File: src/rtl/clk_div_pkg.sv
// Shared constants and helpers for the multi-channel clock divider.
package clk_div_pkg;

  // Supported parameter ranges
  localparam int CH_MIN = 1;
  localparam int CH_MAX = 16;
  localparam int W_MIN  = 2;
  localparam int W_MAX  = 32;

  // Reset half-period: 1 kHz output from a 50 MHz clock
  localparam int DEF_HP_DEFAULT = 25000;

  // Width of the channel-select field; at least one bit even for a single channel
  function automatic int cfg_ch_w(input int ch);
    return (ch > 1) ? $clog2(ch) : 1;
  endfunction

endpackage

File: src/rtl/clk_div_ch.sv
// One divider channel: half-period counter, active/pending half-period,
// registered divided clock and toggle pulse.
module clk_div_ch #(
  parameter int W      = 16,
  parameter int DEF_HP = 25000
) (
  input  logic         clk,
  input  logic         rst,
  input  logic         en,
  input  logic         wr,
  input  logic [W-1:0] wr_hp,
  output logic         clk_out,
  output logic         tick,
  output logic         pend
);

  localparam logic [W-1:0] HP_RST = W'(DEF_HP);

  logic [W-1:0] cnt;
  logic [W-1:0] hp;
  logic [W-1:0] nxt;
  logic [W-1:0] wr_val;
  logic         terminal;
  logic         term_run;

  // A zero half-period is meaningless, promote it to 1 (clk/2).
  // The >= compare lets a counter above a freshly shrunken hp end at once.
  always_comb begin
    wr_val   = (wr_hp == '0) ? W'(1) : wr_hp;
    terminal = (cnt >= (hp - W'(1)));
    term_run = en && terminal;
  end

  // Counter, output clock and half-period update, all on one edge
  always_ff @(posedge clk) begin
    if (rst) begin
      cnt     <= '0;
      clk_out <= 1'b0;
      tick    <= 1'b0;
      pend    <= 1'b0;
      hp      <= HP_RST;
      nxt     <= HP_RST;
    end else begin
      tick <= 1'b0;
      if (!en) begin
        cnt     <= '0;
        clk_out <= 1'b0;
      end else if (terminal) begin
        cnt     <= '0;
        clk_out <= ~clk_out;
        tick    <= 1'b1;
      end else begin
        cnt <= cnt + W'(1);
      end

      // New half-periods only take over on a half-period boundary (or while
      // idle) so the running half always completes at its old length.
      if (wr) begin
        nxt <= wr_val;
        if (term_run) begin
          hp   <= wr_val;
          pend <= 1'b0;
        end else begin
          pend <= 1'b1;
        end
      end else if (pend && (!en || terminal)) begin
        hp   <= nxt;
        pend <= 1'b0;
      end
    end
  end

endmodule

File: src/rtl/clk_div_multi.sv
// Multi-channel programmable clock divider. The top only decodes and
// range-checks the configuration write; each channel is self-contained.
//
// Handshake: cfg_wr is a one-cycle strobe with no ready; a write is always
// accepted in the cycle cfg_wr is high, and is dropped if cfg_ch >= CH.
module clk_div_multi
  import clk_div_pkg::*;
#(
  parameter int CH     = 4,
  parameter int W      = 16,
  parameter int DEF_HP = DEF_HP_DEFAULT
) (
  input  logic                     clk,
  input  logic                     rst,
  input  logic [CH-1:0]            en,
  input  logic                     cfg_wr,
  input  logic [cfg_ch_w(CH)-1:0]  cfg_ch,
  input  logic [W-1:0]             cfg_hp,
  output logic [CH-1:0]            clk_out,
  output logic [CH-1:0]            tick,
  output logic [CH-1:0]            pend
);

  localparam int             CW   = cfg_ch_w(CH);
  localparam logic [CW:0]    CH_L = (CW + 1)'(CH);

  logic          cfg_ok;
  logic [CH-1:0] wr_sel;

  // Range check and one-hot decode of the write target
  always_comb begin
    cfg_ok = cfg_wr && ({1'b0, cfg_ch} < CH_L);
    wr_sel = '0;
    for (int i = 0; i < CH; i++) begin
      if (cfg_ok && (cfg_ch == CW'(i))) wr_sel[i] = 1'b1;
    end
  end

  for (genvar i = 0; i < CH; i++) begin : g_ch
    clk_div_ch #(
      .W      (W),
      .DEF_HP (DEF_HP)
    ) u_ch (
      .clk     (clk),
      .rst     (rst),
      .en      (en[i]),
      .wr      (wr_sel[i]),
      .wr_hp   (cfg_hp),
      .clk_out (clk_out[i]),
      .tick    (tick[i]),
      .pend    (pend[i])
    );
  end

endmodule

File: config.mk
export PLATFORM = sky130hd
export DESIGN_NAME = clk_div_multi
export DESIGN_NICKNAME = d
export VERILOG_FILES = /design/src/rtl/clk_div_pkg.sv /design/src/rtl/clk_div_ch.sv /design/src/rtl/clk_div_multi.sv
export SDC_FILE = /design/constraint.sdc
export NUM_CORES = 1
export LEC_CHECK = 0
export BUFFER_PORTS_ARGS = -buffer_cell sky130_fd_sc_hd__buf_2
export CORE_MARGIN = 2
export CORE_UTILIZATION = 30
export CTS_BUF_LIST = sky130_fd_sc_hd__clkbuf_16
export CTS_CLUSTER_SIZE = 25
export DETAILED_ROUTE_END_ITERATION = 6
export SLEW_MARGIN = 15
export SYNTH_ARGS = -nofsm -noshare
export SYNTH_HDL_FRONTEND = slang
export SYNTH_SLANG_ARGS = --single-unit
File: constraint.sdc
create_clock -name clk -period 7.6 [get_ports clk]
set_input_delay 0.38 -clock clk [delete_from_list [all_inputs] [get_ports clk]]
set_output_delay 0.38 -clock clk [all_outputs]
set_load 0.05 [all_outputs]
==> out/qor.txt, run 1 <==
Final antenna-violating net count - 0
GR met2 Demand/Resource - 19.8%
GR peak layer - met2
Max Cap Viol - 0
Commonest non-fill, non-tap cells in the layout - dfxtp_1 (204), nand2_1 (147), nor2_1 (108), ha_1 (72), xnor2_1 (63)
Clk Latency, worst-skew pair - 0.51 ns
Final Max Tran Viols - 0
DR iter-0 viols - 400
Crit. End Element - flip-flop
GRT Resource Usage Total - 12.7%
# Post-CTS Setup Buffers - 0
DRC - 0
Count of buffer and inverter cells on the critical path - 0
CTS tree - built
P&R area growth vs syn - 13.0%
Power Dens Cells - 208 nW/um2
Final net count - 1243
Worst path slowest cell - nand4_1
Std-Cell Rows - 67
DR vias/cell - 4.73
DR WL/cell - 13.7 um
Global-route wire length before repair - 37.5 mm
Worst Path Arrival - 4.30 ns
Register area share after synthesis - 40.6%
Async set-reset flop share out of synthesis - 0%
Most frequent CP cell - a21o_1
Final WS setup - 3.74 ns
Core area - 33300 um2
Die area - 35000 um2
Starting density of the core - 30.2%
CTS Hold Bufs - 0
Number of diodes - 0
Root buf cell - clkbuf_16
Crit-path leading delay family - simple AND/OR/NAND/NOR gates
Worst setup SP type - flip-flop
Setup TNS - 0 ns
Final WL - 22.1 mm
#FFs+latches synth - 204
Status - finished, final reports clean
Largest net degree at the start of global routing - 57
Max incr delay on CP - 0.66 ns
Final setup viols - 0
Number of synthesized flops with an enable pin - 0
Fin crit share - 50.7%
I/O pin count - 37
Worst Path Max Fanout - 18
CTS max path bufs - 3
Met3 Use GR - 1.61%
Post-layout min period - 3.86 ns
RSZ-0062 raised after global routing - no
Sink Count - 204
Syn_nets - 1224
Initial antenna violation count - 0
Worst VDD drop - 0.143 mV
Num CTS Buffers - 23
Routed via count - 7616
DRT Pass-1 Iters - 5
Gr ovfl total - 0
Pre-CTS WS - 3.72 ns
Post-synthesis cell type count - 66
Fraction of layout instances using a drive strength above 1 - 10.3%
Die Y - 187 um
Final Hold Fails - 0
WHS - 0.0904 ns
Mapped Area - 10100 um2
Synth warnings - 0
Critical Path RT - 8.05 ns
H-Tree Depth - 1
Synthesized instance count - 1127
Most used DFF post-synth - dfxtp_1
Vias in the first global route - 7534
Worst Tran Pin Value - 1.06 ns
CTS clk-pin slew, worst paths - 0.06 ns
Static leakage power - 4.40 nW
Routability cong. - 0.760
DP HPWL - 16.1 mm
Syn avg cell area - 8.92 um2
Crit path kind - flip-flop to flip-flop
# port buffers - 36
Die width - 187 um
Crit path cell chain - or4_1, or3_1, nor3_1, xnor2_1, ha_1, a21o_1, a21o_1, a21oi_1, nand4_1, o21ai_2, a22o_1
Most common cell after layout, fill and taps aside - dfxtp_1
Fmax - 259 MHz
Worst Skew - 0.0182 ns
Hold Crit Class - input port to flip-flop
Max-slew headroom - 29.0%
Resize count post-CTS - 0
Met1 Use GR - 18.3%
final cells by class:
type / instances / area, um2
clock buffers: 23 / 576
clock inverters: 19 / 201
fillers: 3452 / 21900
inverters: 44 / 165
multi-input cells: 832 / 5560
flip-flops and latches: 204 / 4080
well taps: 448 / 561
repair buffers: 41 / 218
where the power goes:
part           total [mW]  leakage [nW]  internal [mW]  switching, mW
logic               0.123          2.37         0.0414         0.0818
clock network        1.14         0.377          0.688          0.450
registers            1.10          1.65           1.09         0.0108
total                2.36          4.40           1.82          0.542
logic make-up (layout without fill, tap and decap cells):
kind of cell | count (synthesis) | after routing | share of synthesized area (%)
and+or+nand+nor | 456 | 456 | 21.7
adders and majority gates | 72 | 72 | 8.96
buffers and inverters | 91 | 127 | 4.13
DFF | 204 | 204 | 40.6
AOI/OAI and AO/OA | 175 | 175 | 12.9
xor gates and xnor gates | 112 | 112 | 9.76
muxes | 17 | 17 | 1.89
metrics by stage:
stage | power, mW | instances | util, % | cell area (um2)
floorplan | 1.21 | 1127 | - | 10100
finish | 2.36 | 1611 | 34.1 | 11400
global placement | 1.25 | 1569 | 31.8 | 10600
global route | 2.45 | 1611 | 34.1 | 11400
detailed placement | 1.25 | 1569 | 31.8 | 10600
CTS | 2.39 | 1611 | 34.1 | 11400
synth_stat cells, drive strengths merged (5+ instances only):
| master | count | area (um2) |
|---|---|---|
| a211oi | 10 | 75.1 |
| o21a | 6 | 52.6 |
| o21ba | 7 | 70.1 |
| o22a | 6 | 52.6 |
| nand2 | 147 | 552 |
| a2bb2oi | 7 | 61.3 |
| nor4 | 14 | 87.6 |
| nand3b | 18 | 135 |
| nand2b | 7 | 43.8 |
| xor2 | 49 | 429 |
| and3 | 23 | 144 |
| a31oi | 6 | 37.5 |
| or2 | 8 | 50.1 |
| mux2 | 16 | 180 |
| nand4 | 16 | 100 |
| xnor2 | 63 | 552 |
| a22o | 30 | 269 |
| ha | 72 | 901 |
| or3 | 5 | 31.3 |
| clkbuf | 23 | 86.3 |
| and2 | 10 | 62.6 |
| nor2 | 109 | 409 |
| nor3 | 43 | 215 |
| dfxtp | 204 | 4080 |
| o21ai | 13 | 83.8 |
| a21o | 7 | 52.6 |
| inv | 44 | 165 |
| a22oi | 6 | 45.0 |
| nand3 | 31 | 165 |
| a21oi | 60 | 304 |
| buf | 24 | 164 |
| nor2b | 17 | 106 |
final timing paths:
check	start	endpoint	depth (start not counted)	slack, ns
worst max-delay path	g_ch[1].u_ch.hp[6]	g_ch[1].u_ch.hp[15]	11	3.74
worst min-delay path	en[3]	g_ch[3].u_ch.pend	2	0.09
worst max register to register	g_ch[1].u_ch.hp[6]	g_ch[1].u_ch.hp[15]	11	3.74
worst min register to register	g_ch[3].u_ch.nxt[13]	g_ch[3].u_ch.nxt[13]	2	0.46
worst register-to-register path: stages, from the launching register on:
cell	delay (ns)
dfxtp_1	0.36
or4_1	0.56
or3_1	0.38
nor3_1	0.19
xnor2_1	0.16
ha_1	0.28
a21o_1	0.17
a21o_1	0.18
a21oi_1	0.16
nand4_1	0.66
o21ai_2	0.50
a22o_1	0.21
layer usage:
layer,up-vias,share of wire (%)
met5,-,0
met4,0,2.2
met3,27,4.3
met2,120,43
met1,3531,50
li1,3938,-
sequential cells by signal (all words and copies together), names as in the netlist:
signal / flops
g_ch.u_ch.cnt: 64
g_ch.u_ch.hp: 64
g_ch.u_ch.nxt: 64
g_ch.u_ch.clk_out: 4
g_ch.u_ch.pend: 4
g_ch.u_ch.tick: 4
(Power assumes the default switching activity.)
==> inputs of run 2 (changes only) <==
==> constraint.sdc (replaced) <==
create_clock -name clk -period 3.75 [get_ports clk]
set_input_delay 0.1875 -clock clk [delete_from_list [all_inputs] [get_ports clk]]
set_output_delay 0.1875 -clock clk [all_outputs]
set_load 0.05 [all_outputs]
==> run 2 against run 1 <==
  * Total power rose by 96%
  * Die area stayed put
  * Utilization rose by 0.46 points
  * Final cell count is 1.2% higher
  * Count of clock-buffer cells in the layout unchanged
  * Maximum frequency rose by 11%
  * Largest power group is now sequential cells
  * Highest routed layer unchanged
==> out/qor.txt, run 2 (same netlist as run 1, synthesis figures left out) <==
Status - finished, final reports clean
Final WL - 21.7 mm (-1.6%)
DP HPWL - 15.7 mm (-2.5%)
Sequential share of power - 48.2% (+1.6 points)
DRC - 0 (unchanged)
Fin crit share - 92.9% (+42 points)
Worst Path Arrival - 3.89 ns (-0.41 ns)
Clk network pwr share - 46.1% (-2.1 points)
Vias in the first global route - 7350 (-2.4%)
Crit. End Element - flip-flop
Sw frac - 24.2% (+1.3 points)
Worst setup SP type - flip-flop
Worst Tran Pin Value - 1.04 ns (-0.0198 ns)
Placed cell area - 10700 um2 (+0.71%)
R2R Setup Slk - 0.27 ns (-3.48 ns)
Max-slew headroom - 30.4% (+1.3 points)
Worst r2r dst - g_ch[1].u_ch.pend
DR WL/cell - 13.3 um (-2.8%)
Final net count - 1264 (+1.7%)
Core area - 33300 um2 (unchanged)
Worst VDD drop - 0.289 mV (+100%)
Critical Path RT - 4.15 ns (-3.90 ns)
Static leakage power - 4.49 nW (+2.1%)
DR iter-0 viols - 371 (-7.2%)
Global-route wire length before repair - 36.7 mm (-2.1%)
Fraction of layout instances using a drive strength above 1 - 11.7% (+1.3 points)
Commonest non-fill, non-tap cells in the layout - dfxtp_1 (204), nand2_1 (146), nor2_1 (108), ha_1 (72), xnor2_1 (63)
Reg-to-Reg Start - g_ch[1].u_ch.hp[6]
Setup TNS - 0 ns (unchanged)
Post-route cell area - 11500 um2 (+1.4%)
Net Switching - 1.12 mW (+110%)
Final Max Tran Viols - 0 (unchanged)
CTS max path bufs - 3 (unchanged)
Final setup viols - 0 (unchanged)
Post-layout min period - 3.48 ns (-0.372 ns)
Routed via count - 7669 (+0.70%)
Clk Latency, worst-skew pair - 0.52 ns (about the same)
Final antenna-violating net count - 0 (unchanged)
Initial antenna violation count - 0 (unchanged)
Die Y - 187 um (unchanged)
Most common cell after layout, fill and taps aside - dfxtp_1
CTS clk-pin slew, worst paths - 0.06 ns (about the same)
Largest regs - g_ch.u_ch.cnt x64, g_ch.u_ch.hp x64, g_ch.u_ch.nxt x64
Power Dens Cells - 402 nW/um2 (+93%)
Max Cap Viol - 0 (unchanged)
Starting density of the core - 30.2% (unchanged)
Combinational power share - 5.7% (+0.5 points)
Die area - 35000 um2 (unchanged)
Sink Count - 204 (unchanged)
Std-Cell Rows - 67 (unchanged)
H-Tree Depth - 1 (unchanged)
DR vias/cell - 4.70 (-0.54%)
Fmax - 287 MHz (+11%)
Final Hold Fails - 0 (unchanged)
Hold Crit Class - input port to flip-flop
GRT Resource Usage Total - 12.4% (-0.26 points)
RSZ-0062 raised after global routing - no
P&R area growth vs syn - 14.5%
Crit path kind - flip-flop to flip-flop
Number of diodes - 0 (unchanged)
Worst Skew - 0.0147 ns (-0.00356 ns)
R2R depth - 11 (unchanged)
Num CTS Buffers - 23 (unchanged)
DRT Pass-1 Iters - 4 (-1)
Worst Path Max Fanout - 6 (-12)
Hold path cells - 3 (+1)
I/O pin count - 37 (unchanged)
Hold_sp - cfg_hp[4]
Pint - 3.50 mW (+93%)
Final Core Density - 34.6% (+0.46 points)
Root buf cell - clkbuf_16
Die width - 187 um (unchanged)
# port buffers - 36 (unchanged)
Routability cong. - 0.754 (-0.72%)
Largest net degree at the start of global routing - 89 (+56%)
CTS tree - built
Gr ovfl total - 0 (unchanged)
Hold path endpoint - g_ch[2].u_ch.nxt[4]
-- run 2: worst max path at each step --
stage,depth (start not counted),slack [ns],to,from
after CTS,12,0.10,g_ch[1].u_ch.pend,g_ch[1].u_ch.hp[2]
after detailed placement,13,-0.003,g_ch[0].u_ch.hp[13],g_ch[0].u_ch.hp[2]
after global placement,13,0.19,g_ch[0].u_ch.hp[5],g_ch[0].u_ch.hp[2]
after global routing,11,0.003,g_ch[1].u_ch.pend,g_ch[1].u_ch.hp[6]
final,11,0.27,g_ch[1].u_ch.pend,g_ch[1].u_ch.hp[6]
after floorplan,13,0.57,g_ch[2].u_ch.hp[11],g_ch[2].u_ch.hp[2]
-- run 2: final cells by class --
class / instances / area (um2)
fill: 3478 / 21800
inverter: 44 / 165
clock inverter: 18 / 136
timing repair buffer: 62 / 405
multi-input combinational: 832 / 5590
tap: 448 / 561
sequential: 204 / 4080
clock buffer: 23 / 576
-- run 2: power by group through the flow --
stage | registers (mW) | logic, mW | clock network [mW]
final | 2.23 | 0.265 | 2.13
after global routing | 2.23 | 0.297 | 2.27
after CTS | 2.23 | 0.262 | 2.18
after detailed placement | 2.28 | 0.254 | 0
after global placement | 2.28 | 0.249 | 0
after floorplan | 2.27 | 0.173 | 0
-- run 2: layer usage --
metal  vias up  routed length, um  GRT usage (%)
met5         -                  0              0
met4         0                332           2.35
met3        25               1240           2.08
met2       114               9540           20.1
met1      3556              10600           17.5
li1       3974                  -              -
-- run 2: through the flow --
stage                     power [mW]  hold slack [ns]  cells  setup WS, ns
after floorplan                 2.45            0.284   1127         0.566
after global placement          2.53            0.415   1579         0.195
after detailed placement        2.53            0.422   1579      -0.00257
after CTS                       4.68          0.00405   1627         0.103
after global routing            4.81           0.0271   1631       0.00344
final                           4.63           0.0211   1631         0.266
-- run 2: worst max-delay path: stages (launching register included) --
cell and delay [ns]:
dfxtp_1 0.36, or4_1 0.57, or3_1 0.39, nor3_1 0.20, xnor2_1 0.09, ha_1 0.30
nand4_1 0.14, nor3_2 0.26, o311ai_1 0.19, nand4_1 0.22, a211oi_1 0.10, dlygate4sd3_1 0.56
-- run 2: what timing repair did --
action	in CTS	in global routing
buffers inserted	0	4
gates resized for setup	1	4
setup endpoints to repair	1	17
cloned	0	0
pin swaps	0	2
hold buffers	7	0
hold endpoints to repair	7	0
